==> src/rtl/div_sequencer.sv <==
// Multi-cycle restoring divider for DIV/DIVU in the execute stage.
// Produces {remainder, quotient} with a registered one-cycle ready pulse.
module div_sequencer (
  input  logic        clk,
  input  logic        rst,
  input  logic        signed_div,
  input  logic [31:0] opdata1,
  input  logic [31:0] opdata2,
  input  logic        start,
  input  logic        annul,
  output logic [63:0] result,
  output logic        ready,
  output logic        busy
);

  typedef enum logic [1:0] {IDLE, DIVZERO, ON, END} state_t;

  state_t      state_q, state_d;
  logic [4:0]  cnt_q, cnt_d;
  logic [31:0] rem_q, rem_d;
  logic [31:0] dvd_q, dvd_d;
  logic [31:0] dsr_q, dsr_d;
  logic        neg1_q, neg1_d;
  logic        neg2_q, neg2_d;
  logic [63:0] result_q, result_d;
  logic        ready_q, ready_d;

  logic [32:0] rem_sh;
  logic [32:0] diff;
  logic        qbit;
  logic [31:0] quo_next;
  logic [31:0] rem_next;

  function automatic logic [31:0] mag(input logic [31:0] x, input logic sgn);
    mag = (sgn && x[31]) ? (32'd0 - x) : x;
  endfunction

  function automatic logic [31:0] cond_neg(input logic [31:0] x, input logic en);
    cond_neg = en ? (32'd0 - x) : x;
  endfunction

  // One restoring step: the remainder stays below the divisor, so bit 32 of
  // the 33-bit difference is set exactly when the trial subtraction fails.
  always_comb begin
    rem_sh   = {rem_q, dvd_q[31]};
    diff     = rem_sh - {1'b0, dsr_q};
    qbit     = ~diff[32];
    quo_next = {dvd_q[30:0], qbit};
    rem_next = qbit ? diff[31:0] : rem_sh[31:0];
  end

  always_comb begin
    state_d  = state_q;
    cnt_d    = cnt_q;
    rem_d    = rem_q;
    dvd_d    = dvd_q;
    dsr_d    = dsr_q;
    neg1_d   = neg1_q;
    neg2_d   = neg2_q;
    result_d = result_q;
    ready_d  = 1'b0;
    case (state_q)
      IDLE: begin
        if (start && !annul) begin
          neg1_d = signed_div & opdata1[31];
          neg2_d = signed_div & opdata2[31];
          if (opdata2 == 32'd0) begin
            state_d = DIVZERO;
          end else begin
            dvd_d   = mag(opdata1, signed_div);
            dsr_d   = mag(opdata2, signed_div);
            rem_d   = 32'd0;
            cnt_d   = 5'd0;
            state_d = ON;
          end
        end
      end
      DIVZERO: begin
        if (annul) begin
          state_d = IDLE;
        end else begin
          state_d  = END;
          result_d = 64'd0;
          ready_d  = 1'b1;
        end
      end
      ON: begin
        if (annul) begin
          state_d = IDLE;
        end else begin
          rem_d = rem_next;
          dvd_d = quo_next;
          cnt_d = cnt_q + 5'd1;
          if (cnt_q == 5'd31) begin
            state_d  = END;
            result_d = {cond_neg(rem_next, neg1_q), cond_neg(quo_next, neg1_q ^ neg2_q)};
            ready_d  = 1'b1;
          end
        end
      end
      END: begin
        state_d = IDLE;
      end
      default: begin
        state_d = IDLE;
      end
    endcase
  end

  always_ff @(posedge clk) begin
    if (rst) begin
      state_q  <= IDLE;
      cnt_q    <= 5'd0;
      result_q <= 64'd0;
      ready_q  <= 1'b0;
    end else begin
      state_q  <= state_d;
      cnt_q    <= cnt_d;
      result_q <= result_d;
      ready_q  <= ready_d;
    end
  end

  // Datapath registers carry no reset; they are always reloaded on accept.
  always_ff @(posedge clk) begin
    rem_q  <= rem_d;
    dvd_q  <= dvd_d;
    dsr_q  <= dsr_d;
    neg1_q <= neg1_d;
    neg2_q <= neg2_d;
  end

  assign result = result_q;
  assign ready  = ready_q;
  assign busy   = (state_q != IDLE);

endmodule

==> config.mk <==
export PLATFORM = sky130hd
export DESIGN_NAME = div_sequencer
export DESIGN_NICKNAME = d
export VERILOG_FILES = /design/src/rtl/div_sequencer.sv
export SDC_FILE = /design/constraint.sdc
export NUM_CORES = 1
export LEC_CHECK = 0
export CORE_MARGIN = 2
export CORE_UTILIZATION = 45
export CTS_CLUSTER_DIAMETER = 60
export CTS_CLUSTER_SIZE = 12
export DETAILED_ROUTE_END_ITERATION = 16
export PLACE_DENSITY_LB_ADDON = 0.12
export REMOVE_ABC_BUFFERS = 1
export SLEW_MARGIN = 15
export SYNTH_ARGS = -nofsm -noshare
export SYNTH_HDL_FRONTEND = slang
export SYNTH_SLANG_ARGS = --single-unit
==> constraint.sdc <==
create_clock -name clk -period 5.8 [get_ports clk]
set_clock_uncertainty 0.15 [all_clocks]
set_input_delay 1.16 -clock clk [delete_from_list [all_inputs] [get_ports clk]]
set_output_delay 1.16 -clock clk [all_outputs]
set_load 0.02 [all_outputs]
==> metrics.md <==
| Metric | Value |
|---|---|
| Status | `completed` |
| Port Buffers | `134` |
| Max Clk Rate | `0.1846 GHz` |
| Ys Warns | `0` |
| Core ar. | `25980 µm²` |
| Comb pwr share | `49.1%` |
| Critical Path End | `result[58]` |
| WHS | `302.4 ps` |
| Switching share of power | `44.44%` |
| Detailed Routing Iterations Pass 1 | `5` |
| Clk pwr share | `20.5%` |
| Cells after synthesis | `1397` |
| R2R depth | `18` |
| Dominant cell type by area after synthesis | `edfxtp_1` |
| Io pins | `135` |
| H-tree lvl count | `4` |
| Netlist Area Pre-Place | `11860 µm²` |
| 1st-iter DRT viols | `976` |
| Worst IR Drop VDD | `0.2168 mV` |
| Number of buffers created by CTS | `17` |
| Post-synth EDFFs | `98` |
| Reg-to-reg startpoint | `dvd_q[31]` |
| Largest net degree at the start of global routing | `73` |
| Critical Path Start | `dvd_q[31]` |
| Sequential fraction of design power | `30.4%` |
| Layout cell share with drive strength beyond 1 | `6.394%` |
| Post-route DRC violation count | `0` |
| Final worst-path cycle share | `93.39%` |
| Setup WS pre-CTS | `274.5 ps` |
| Ys async rst share | `0%` |
| All-Layer GR Usage | `26.08%` |
| Synth Register Bits | `170` |
| Minimum clock period | `5416 ps` |
| Utilization after layout | `54.34%` |
| Grt total ovfl | `0` |
| Layout filler cell count | `2457` |
| Yosys top cell area share | `24.82%` |
| Gpl congestion | `0.9590` |
| Netlist cell types | `83` |
| Setup TNS | `0 ps` |
| Clock tree buffer depth | `2` |
| Max Cap Violations | `0` |
| HPWL after DPL | `27750 µm` |
| Final Hold Vio Count | `0` |
| Largest cells by area after synthesis | `edfxtp_1 25%, dfxtp_1 12%, xnor2_1 6.0%, nor2_1 5.1%, nand2_1 4.8%` |
| Vias in the first global route | `10500` |
| Most common flop cell mapped by yosys | `edfxtp_1` |
| Critical Path AT | `5580 ps` |
| Worst setup SP type | `flop` |
| Worst Setup End Kind | `flop` |
| WL/cell | `19.54 µm` |
| DIE AREA | `27660 µm²` |
| Clk_lat worst skew | `430 ps` |
| HP Class | `flop to flop` |
| Critical path fanouts, max | `12` |
| Post-route ant nets | `0` |
| Area delta synth->final | `19.10%` |
| Most frequent cells in the layout | `158 x nor2_1, 151 x nand2_1, 133 x clkdlybuf4s50_1` |
| Met2 wire len | `17200 µm` |
| Worst-path clk slew | `80 ps` |
| Met1 WL | `16040 µm` |
| Die Wd | `166.3 µm` |
| Critical path class | `flop to flop` |
| Final max-slew violation count | `0` |
| Reg2reg end | `result[58]` |
| Slew @ Worst Pin | `969.7 ps` |
| Starting density of the core | `45.63%` |
| Nets@finish | `1615` |
| Max layer used | `met5` |
| Reg2reg setup slack | `380 ps` |
| Clk root buf | `clkbuf_16` |
| Leakage Power | `5.083 nW` |
| Avg Inst Size Synth | `8.487 µm²` |
| WP data required | `5970 ps` |
| Final setup violation count | `0` |
| Overall die height | `166.3 µm` |
| Post-DR vias/cell | `5.871` |
| P per Cell Area | `399.6 nW/µm²` |
| P_int | `3.135 mW` |
| Slew headroom | `33.68%` |
| Via Count | `10880` |
| TritonCTS clock tree | `yes` |
| Routed wire length | `36210 µm` |
| First-pass GRT wire length | `57670 µm` |
| Cell row count | `59` |
| Most common cell after layout, fill and taps aside | `nor2_1` |
| Setup WS post-layout | `383.6 ps` |
| Clk sinks | `170` |
| Met3 wire length | `2318 µm` |
| Register area share after synthesis | `36.98%` |
| Switching power of the nets | `2.507 mW` |
| Initial antenna violation count | `2` |
## kinds of logic (layout without fill, tap and decap cells)
group,after synthesis,after routing,synth area share [%]
multiplexers,23,23,2.016
other,0,1,0
buffers and inverters,127,247,4.179
adder cells (fa/ha/maj),42,42,4.496
AO/OA/AOI/OAI,376,376,20.97
AND/OR/NAND/NOR,514,514,20.65
XOR/XNOR,145,145,10.71
flip-flops,170,170,36.98
## synth_stat cells (10+ instances only)
| cell | count |
|---|---|
| or4_1 | 12 |
| dfxtp_1 | 72 |
| or3_1 | 20 |
| clkbuf_1 | 49 |
| o21ai_1 | 11 |
| nor2_1 | 161 |
| a21oi_1 | 84 |
| edfxtp_1 | 98 |
| nand2b_1 | 11 |
| xnor2_1 | 81 |
| a21o_1 | 10 |
| xor2_1 | 64 |
| nand4_1 | 12 |
| mux2i_1 | 16 |
| a22oi_1 | 33 |
| ha_1 | 41 |
| and3_1 | 11 |
| nand2_1 | 151 |
| o31ai_1 | 20 |
| a31oi_1 | 10 |
| o21ai_0 | 102 |
| and2_1 | 10 |
| nor4_1 | 31 |
| buf_2 | 15 |
| o211ai_1 | 17 |
| nand3_1 | 21 |
| nor3_1 | 37 |
| inv_1 | 58 |
## area by class of cell
type                       instances  area [µm²]  share of cell area [%]
clock inverter                    15       165.2                   1.170
tap                              335       419.2                   2.968
sequential                       170        4384                   31.05
timing repair buffer             155        1494                   10.58
antenna                            1       2.502                 0.01772
clock buffer                      17       425.4                   3.013
multi-input combinational       1100        7005                   49.61
inverter                          60       225.2                   1.595
## critical path: stages, from the launching register on
cell       delay (ps)
edfxtp_1          420
inv_1              90
ha_1              230
fa_1              400
nand2b_1          220
a211oi_4          410
o2111ai_4         230
a211oi_4          350
a31o_2            360
nand2_2           150
o21ai_0           320
ha_1              320
nand2_1            90
or3_1             410
nor4_2            230
o21ai_1           190
o41ai_2           430
xor2_1            110
a22o_1            200
## power groups by stage
stage	Combinational [mW]	Clock, mW	Sequential (mW)
global placement	2.71	0	1.73
CTS	2.74	1.18	1.71
global route	3.04	1.22	1.74
finish	2.77	1.16	1.72
floorplan	1.88	0	1.71
detailed placement	2.72	0	1.74
## worst min-delay path by stage
stage | startpoint | endpoint | slack (ps) | cells past startpoint
finish | result[61] | result[61] | 300 | 2
global route | result[61] | result[61] | 330 | 2
CTS | result[61] | result[61] | 310 | 2
detailed placement | result[25] | result[25] | 300 | 2
global placement | result[57] | result[57] | 290 | 2
floorplan | cnt_q[3] | cnt_q[3] | 320 | 2
## per-stage QoR
stage | std cells | total power, mW | instance area (µm²)
detailed placement | 1818 | 4.456 | 13500
global placement | 1818 | 4.447 | 13500
global route | 1852 | 6.005 | 14120
finish | 1853 | 5.643 | 14120
CTS | 1850 | 5.624 | 14090
floorplan | 1330 | 3.595 | 11590
## routing by layer
metal  GRT usage, %  vias to the layer above
met2          43.10                      364
li1               -                     5298
met5              0                        -
met3          4.886                       36
met1          35.12                     5179
met4          7.271                        2
## registers in the layout, summed over array words and instances (netlist names)
| register | flops |
|---|---|
| neg2_q | 1 |
| rem_q | 32 |
| result | 64 |
| ready | 1 |
| cnt_q | 5 |
| dvd_q | 32 |
| state_q | 2 |
| dsr_q | 32 |
| neg1_q | 1 |
## what timing repair did
item,4_1_cts,5_1_grt
hold buffers,0,0
gates resized for setup,0,3
setup endpoints to repair,0,6
buffers inserted,0,2
Power figures use the tool's default switching activity.
